[src/rtl/mc_ctrl.sv]
// mc_ctrl: multi-cycle instruction sequencer (FETCH/DECODE/EXEC/MEM/WB).
// Generates datapath strobes, flags undecodable instructions and counts
// retired instructions. Outputs are Moore-decoded from the state and the
// opcode/funct latched on DECODE exit. Exceptions: FETCH/EXEC strobes are
// qualified by mem_ready/zero, and DECODE uses the live opcode for the jump.
module mc_ctrl #(
   parameter int OP_W         = 6,
   parameter int FUNCT_W      = 6,
   parameter int ALUOP_W      = 3,
   parameter int CNT_W        = 16,
   parameter bit STRICT_FUNCT = 1'b1
) (
   input  logic               clk,
   input  logic               rst_n,
   input  logic [OP_W-1:0]    op,
   input  logic [FUNCT_W-1:0] funct,
   input  logic               zero,
   input  logic               mem_ready,
   output logic               ir_write,
   output logic               pc_write,
   output logic [1:0]         pc_src,
   output logic               mem_read,
   output logic               mem_write,
   output logic               reg_write,
   output logic               reg_dst,
   output logic               mem_to_reg,
   output logic               alu_src,
   output logic               ext_op,
   output logic [ALUOP_W-1:0] aluop,
   output logic               illegal,
   output logic [CNT_W-1:0]   instr_cnt,
   output logic [2:0]         state
);

   localparam logic [2:0] S_FETCH  = 3'd0;
   localparam logic [2:0] S_DECODE = 3'd1;
   localparam logic [2:0] S_EXEC   = 3'd2;
   localparam logic [2:0] S_MEM    = 3'd3;
   localparam logic [2:0] S_WB     = 3'd4;

   localparam logic [OP_W-1:0] OP_R     = OP_W'(6'b000000);
   localparam logic [OP_W-1:0] OP_ADDIU = OP_W'(6'b001001);
   localparam logic [OP_W-1:0] OP_ORI   = OP_W'(6'b001101);
   localparam logic [OP_W-1:0] OP_LW    = OP_W'(6'b100011);
   localparam logic [OP_W-1:0] OP_SW    = OP_W'(6'b101011);
   localparam logic [OP_W-1:0] OP_BEQ   = OP_W'(6'b000100);
   localparam logic [OP_W-1:0] OP_J     = OP_W'(6'b000010);

   localparam logic [FUNCT_W-1:0] FN_ADD  = FUNCT_W'(6'b100000);
   localparam logic [FUNCT_W-1:0] FN_ADDU = FUNCT_W'(6'b100001);
   localparam logic [FUNCT_W-1:0] FN_SUBU = FUNCT_W'(6'b100011);
   localparam logic [FUNCT_W-1:0] FN_AND  = FUNCT_W'(6'b100100);
   localparam logic [FUNCT_W-1:0] FN_OR   = FUNCT_W'(6'b100101);
   localparam logic [FUNCT_W-1:0] FN_SLT  = FUNCT_W'(6'b101010);

   localparam logic [ALUOP_W-1:0] ALU_ADD = ALUOP_W'(0);
   localparam logic [ALUOP_W-1:0] ALU_SUB = ALUOP_W'(1);
   localparam logic [ALUOP_W-1:0] ALU_AND = ALUOP_W'(2);
   localparam logic [ALUOP_W-1:0] ALU_OR  = ALUOP_W'(3);
   localparam logic [ALUOP_W-1:0] ALU_SLT = ALUOP_W'(4);

   logic [OP_W-1:0]    op_q;
   logic [FUNCT_W-1:0] funct_q;
   logic [2:0]         state_next;
   logic               illegal_next;
   logic               load_q;
   logic               cnt_inc;

   // True for every opcode the sequencer knows how to run.
   function automatic logic op_known(input logic [OP_W-1:0] o);
      return (o == OP_R) || (o == OP_ADDIU) || (o == OP_ORI) || (o == OP_LW) ||
             (o == OP_SW) || (o == OP_BEQ) || (o == OP_J);
   endfunction

   // True for every R-type funct with a dedicated ALU operation.
   function automatic logic funct_known(input logic [FUNCT_W-1:0] f);
      return (f == FN_ADD) || (f == FN_ADDU) || (f == FN_SUBU) ||
             (f == FN_AND) || (f == FN_OR) || (f == FN_SLT);
   endfunction

   // R-type funct to ALU op; anything unrecognised falls back to ADD,
   // which is what the lenient mode relies on.
   function automatic logic [ALUOP_W-1:0] funct_alu(input logic [FUNCT_W-1:0] f);
      logic [ALUOP_W-1:0] a;
      a = ALU_ADD;
      if (f == FN_SUBU) a = ALU_SUB;
      if (f == FN_AND)  a = ALU_AND;
      if (f == FN_OR)   a = ALU_OR;
      if (f == FN_SLT)  a = ALU_SLT;
      return a;
   endfunction

   // Next-state and strobe decode for the current state.
   always_comb begin
      state_next   = state;
      illegal_next = 1'b0;
      load_q       = 1'b0;
      cnt_inc      = 1'b0;
      ir_write     = 1'b0;
      pc_write     = 1'b0;
      pc_src       = 2'b00;
      mem_read     = 1'b0;
      mem_write    = 1'b0;
      reg_write    = 1'b0;
      reg_dst      = 1'b0;
      mem_to_reg   = 1'b0;
      alu_src      = 1'b0;
      ext_op       = 1'b0;
      aluop        = ALU_ADD;
      case (state)
         S_FETCH: begin
            mem_read = 1'b1;
            if (mem_ready) begin
               ir_write   = 1'b1;
               pc_write   = 1'b1;
               state_next = S_DECODE;
            end
         end
         S_DECODE: begin
            load_q = 1'b1;
            if (!op_known(op) || (STRICT_FUNCT && (op == OP_R) && !funct_known(funct))) begin
               illegal_next = 1'b1;
               state_next   = S_FETCH;
            end else if (op == OP_J) begin
               // Jump retires here: the target is ready straight from the IR.
               pc_write   = 1'b1;
               pc_src     = 2'b10;
               cnt_inc    = 1'b1;
               state_next = S_FETCH;
            end else begin
               state_next = S_EXEC;
            end
         end
         S_EXEC: begin
            case (op_q)
               OP_R: begin
                  aluop      = funct_alu(funct_q);
                  state_next = S_WB;
               end
               OP_ADDIU: begin
                  alu_src    = 1'b1;
                  ext_op     = 1'b1;
                  state_next = S_WB;
               end
               OP_ORI: begin
                  aluop      = ALU_OR;
                  alu_src    = 1'b1;
                  state_next = S_WB;
               end
               OP_LW, OP_SW: begin
                  alu_src    = 1'b1;
                  ext_op     = 1'b1;
                  state_next = S_MEM;
               end
               OP_BEQ: begin
                  aluop      = ALU_SUB;
                  pc_src     = 2'b01;
                  pc_write   = zero;
                  cnt_inc    = 1'b1;
                  state_next = S_FETCH;
               end
               default: state_next = S_FETCH;
            endcase
         end
         S_MEM: begin
            // Only lw and sw reach MEM; the strobe holds until memory answers.
            if (op_q == OP_LW) mem_read = 1'b1;
            else               mem_write = 1'b1;
            if (mem_ready) begin
               if (op_q == OP_LW) begin
                  state_next = S_WB;
               end else begin
                  cnt_inc    = 1'b1;
                  state_next = S_FETCH;
               end
            end
         end
         S_WB: begin
            reg_write  = 1'b1;
            reg_dst    = (op_q == OP_R);
            mem_to_reg = (op_q == OP_LW);
            cnt_inc    = 1'b1;
            state_next = S_FETCH;
         end
         default: state_next = S_FETCH;
      endcase
   end

   // State, latched instruction fields, illegal pulse and retire counter.
   always_ff @(posedge clk or negedge rst_n) begin
      if (!rst_n) begin
         state     <= S_FETCH;
         op_q      <= '0;
         funct_q   <= '0;
         illegal   <= 1'b0;
         instr_cnt <= '0;
      end else begin
         state   <= state_next;
         illegal <= illegal_next;
         if (load_q) begin
            op_q    <= op;
            funct_q <= funct;
         end
         if (cnt_inc) instr_cnt <= instr_cnt + CNT_W'(1);
      end
   end

endmodule

[config.mk]
export PLATFORM = sky130hd
export DESIGN_NAME = mc_ctrl
export DESIGN_NICKNAME = d
export VERILOG_FILES = /design/src/rtl/mc_ctrl.sv
export SDC_FILE = /design/constraint.sdc
export NUM_CORES = 1
export LEC_CHECK = 0
export ABC_AREA = 1
export BUFFER_PORTS_ARGS = -buffer_cell sky130_fd_sc_hd__buf_2
export CORE_MARGIN = 5
export CORE_UTILIZATION = 45
export DETAILED_ROUTE_END_ITERATION = 10
export GPL_ROUTABILITY_DRIVEN = 0
export GPL_TIMING_DRIVEN = 0
export PLACE_DENSITY = 0.67
export SETUP_SLACK_MARGIN = 0.1
export SYNTH_ARGS = -nofsm -noshare
export SYNTH_HDL_FRONTEND = slang
export SYNTH_SLANG_ARGS = --single-unit
[constraint.sdc]
create_clock -name clk -period 2 [get_ports clk]
set_input_delay 0.2 -clock clk [delete_from_list [all_inputs] [get_ports clk]]
set_output_delay 0.2 -clock clk [all_outputs]
set_load 0.01 [all_outputs]
==> impl_metrics.env <==
export IMPL_slowest_delay_ns=0.42
export IMPL_grtUsageMet2=0.2550
export IMPL_grt_max_degree=33
export IMPL_cts_reportedPaths_clkPinSlew_ns=0.07
export IMPL_start_util=0.4712
export IMPL_hold_depth=3
export IMPL_cp_slowest_cell="dfrtp_1"
export IMPL_rows=23
export IMPL_grt_pass1_vias=1628
export IMPL_cp_cell_sequence="nor2_2, nand3_1, nor2_2, o2111ai_1, a21oi_1, buf_2"
export IMPL_r2r_start="state[1]"
export IMPL_critPathKind="reg -> out"
export IMPL_via_count=1865
export IMPL_clock_root_buffer="clkbuf_8"
export IMPL_synth_seq_area_share=0.4159
export IMPL_drt_total_wl_um=4393
export IMPL_worstReg2RegEnd="instr_cnt[4]"
export IMPL_top_usage_layer="met2"
export IMPL_total_power_uw=2400
export IMPL_use_met3=0.03298
export IMPL_clock_latency_ns=0.28
export IMPL_syn_to_final_growth_pct=23.52
export IMPL_dr_pass1_iters=4
export IMPL_diodes=0
export IMPL_fin_tns_setup_ns=0
export IMPL_wl_per_cell_um=11.38
export IMPL_cp_end_kind="primary output"
export IMPL_fin_crit_ns=1.823
export IMPL_run_status="finished, final reports clean"
export IMPL_hold_start="funct[5]"
export IMPL_die_width_um=75.42
export IMPL_rsz0062_at_grt="true"
export IMPL_antenna_left=0
export IMPL_tightest_slew_ns=0.6910
export IMPL_antenna_found_initial=0
export IMPL_required_ns=1.80
export IMPL_hp_class="in -> reg"
export IMPL_slew_violations=0
export IMPL_cap_violations=0
export IMPL_max_vdd_ir_drop_mv=0.5648
export IMPL_synth_net_count=292
export IMPL_rr_worst_depth=10
export IMPL_r2r_setup_slack_ns=0.31
export IMPL_fin_crit_sh=0.9115
export IMPL_path_common_cell="nor2_2"
export IMPL_grt_pass1_wl_um=7093
export IMPL_setup_viol=0
export IMPL_fmax_ghz=0.5485
export IMPL_fillers=404
export IMPL_cp_top_family="simple AND/OR/NAND/NOR gates"
export IMPL_syn_inst=275
export IMPL_drc=0
export IMPL_layout_drive_gt1_share=0.2202
export IMPL_dr_first_iter_drc_count=81
export IMPL_die_area_mm2=0.005687
export IMPL_core_area_mm2=0.004086
export IMPL_power_density_mw_per_mm2=1009
export IMPL_cts_buffers=5
export IMPL_crit_arrival_ns=1.62
export IMPL_cts_tree="done"
export IMPL_vias_per_cell=4.832
export IMPL_hold_violations=0
export IMPL_path_buf_inv=1
export IMPL_met1_usage=0.2220
export IMPL_dpl_hpwl_um=3387
export IMPL_timing_hold_ws_ns=0.1459
export IMPL_die_h_um=75.42
export IMPL_layout_nets=352
export IMPL_skew_ns=0.007268
export IMPL_netlist_area_mm2=0.001926
export IMPL_cts_htree_levels=2
export IMPL_cp_start_kind="register"
export IMPL_cp_startpoint="op_q[1]"
export IMPL_grt_use_total=0.1641
export IMPL_pin_count=50
export IMPL_worst_slew_margin_rel=0.5393
export IMPL_synth_seq_cells=32
export IMPL_io_buffers=49
export IMPL_postSynthAreaPerCell_um2=7.002
export IMPL_synth_cell_types=22
export IMPL_fin_util=0.5821
export IMPL_min_to="funct_q[5]"
export IMPL_critPathMaxFanout=4
export IMPL_synth_warnings=0
export IMPL_clock_sinks=32
export IMPL_cts_buffer_depth=2
export IMPL_leakagePower_uw=0.001266
export IMPL_overflow=0
-- layout by cell type (no fill, tap or decap), types with 6 or more instances in the layout --
master,n
nor3_1,8
a21oi_1,6
nand3_1,16
clkbuf_8,6
o21ai_0,19
inv_1,36
buf_2,51
dfrtp_1,32
xor2_1,7
nand4_1,7
nand2_1,87
nor2_1,28
xnor2_1,7
-- registers in the layout (all words and copies together) (netlist names) --
| register | flops |
|---|---|
| funct_q | 6 |
| illegal | 1 |
| instr_cnt | 16 |
| op_q | 6 |
| state | 3 |
-- cell usage after synthesis --
library cell | number | area (µm²)
nand2_1 | 87 | 326.6
inv_1 | 37 | 138.9
dfrtp_1 | 32 | 800.8
nor2_1 | 31 | 116.4
o21ai_0 | 19 | 95.09
nand3_1 | 16 | 80.08
nor3_1 | 9 | 45.04
nand4_1 | 7 | 43.79
xnor2_1 | 7 | 61.31
xor2_1 | 7 | 61.31
a21oi_1 | 6 | 30.03
nand3b_1 | 3 | 22.52
buf_2 | 2 | 10.01
buf_6 | 2 | 22.52
inv_2 | 2 | 7.510
nor3_2 | 2 | 20.02
a31oi_1 | 1 | 6.260
clkbuf_1 | 1 | 3.750
ha_1 | 1 | 12.51
nor2_2 | 1 | 6.260
o2111ai_1 | 1 | 8.760
or2_2 | 1 | 6.260
-- worst max path at each step --
stage,cells after the start,endpoint,slack [ns]
global placement,8,instr_cnt[3],0.35
global route,6,aluop[0],0.07
floorplan,9,instr_cnt[3],0.45
CTS,6,aluop[0],0.11
finish,6,aluop[0],0.18
detailed placement,8,instr_cnt[4],0.32
-- metal layers --
layer  wire length [µm]  vias up
met5                  0        -
met4                 85        0
met3                280        9
met2               1952       58
met1               2075      809
li1                   -      989
-- tightest hold or removal path: cells and delay by family --
kind                   cells  cell delay (ns)
and+or+nand+nor            1             0.04
AOI/OAI and AO/OA          1             0.06
buffers and inverters      1             0.09
-- per-stage QoR --
step | worst slack (ns) | instances | instance area (µm²)
global placement | 0.3457 | 374 | 2233
CTS | 0.1113 | 383 | 2344
detailed placement | 0.3184 | 374 | 2233
global route | 0.07187 | 386 | 2379
floorplan | 0.4539 | 275 | 1926
finish | 0.1770 | 386 | 2379
-- layout make-up --
class | instances | area, µm² | share of cell area
Buffer | 5 | 36.28 | 0.01526
Clock buffer | 7 | 86.33 | 0.03630
Clock inverter | 1 | 7.507 | 0.003156
Inverter | 39 | 146.4 | 0.06155
Multi-Input combinational cell | 199 | 960.9 | 0.4040
Sequential cell | 32 | 800.8 | 0.3367
Tap cell | 50 | 62.56 | 0.02630
Timing Repair Buffer | 53 | 277.8 | 0.1168
-- power by group --
part           total, µW  switching, µW  internal [µW]
clock network        512            232            279
logic                846            526            319
registers           1040            197            846
total               2400            956           1440
-- cells by family after synthesis --
family                     count (synthesis)  synth area share
buffers and inverters                     44           0.09486
adders and majority gates                  1          0.006497
DFF                                       32            0.4159
xor gates and xnor gates                  14           0.06368
AOI/OAI and AO/OA                         27           0.07278
and+or+nand+nor                          157            0.3463
-- what timing repair did --
item,CTS,global route
resized for setup,1,5
setup endpoints to repair,2,15
hold buffers,1,0
pin swaps,0,2
hold endpoints to repair,32,0
setup buffers,0,3
No activity file was read; power rests on OpenSTA's default activity.
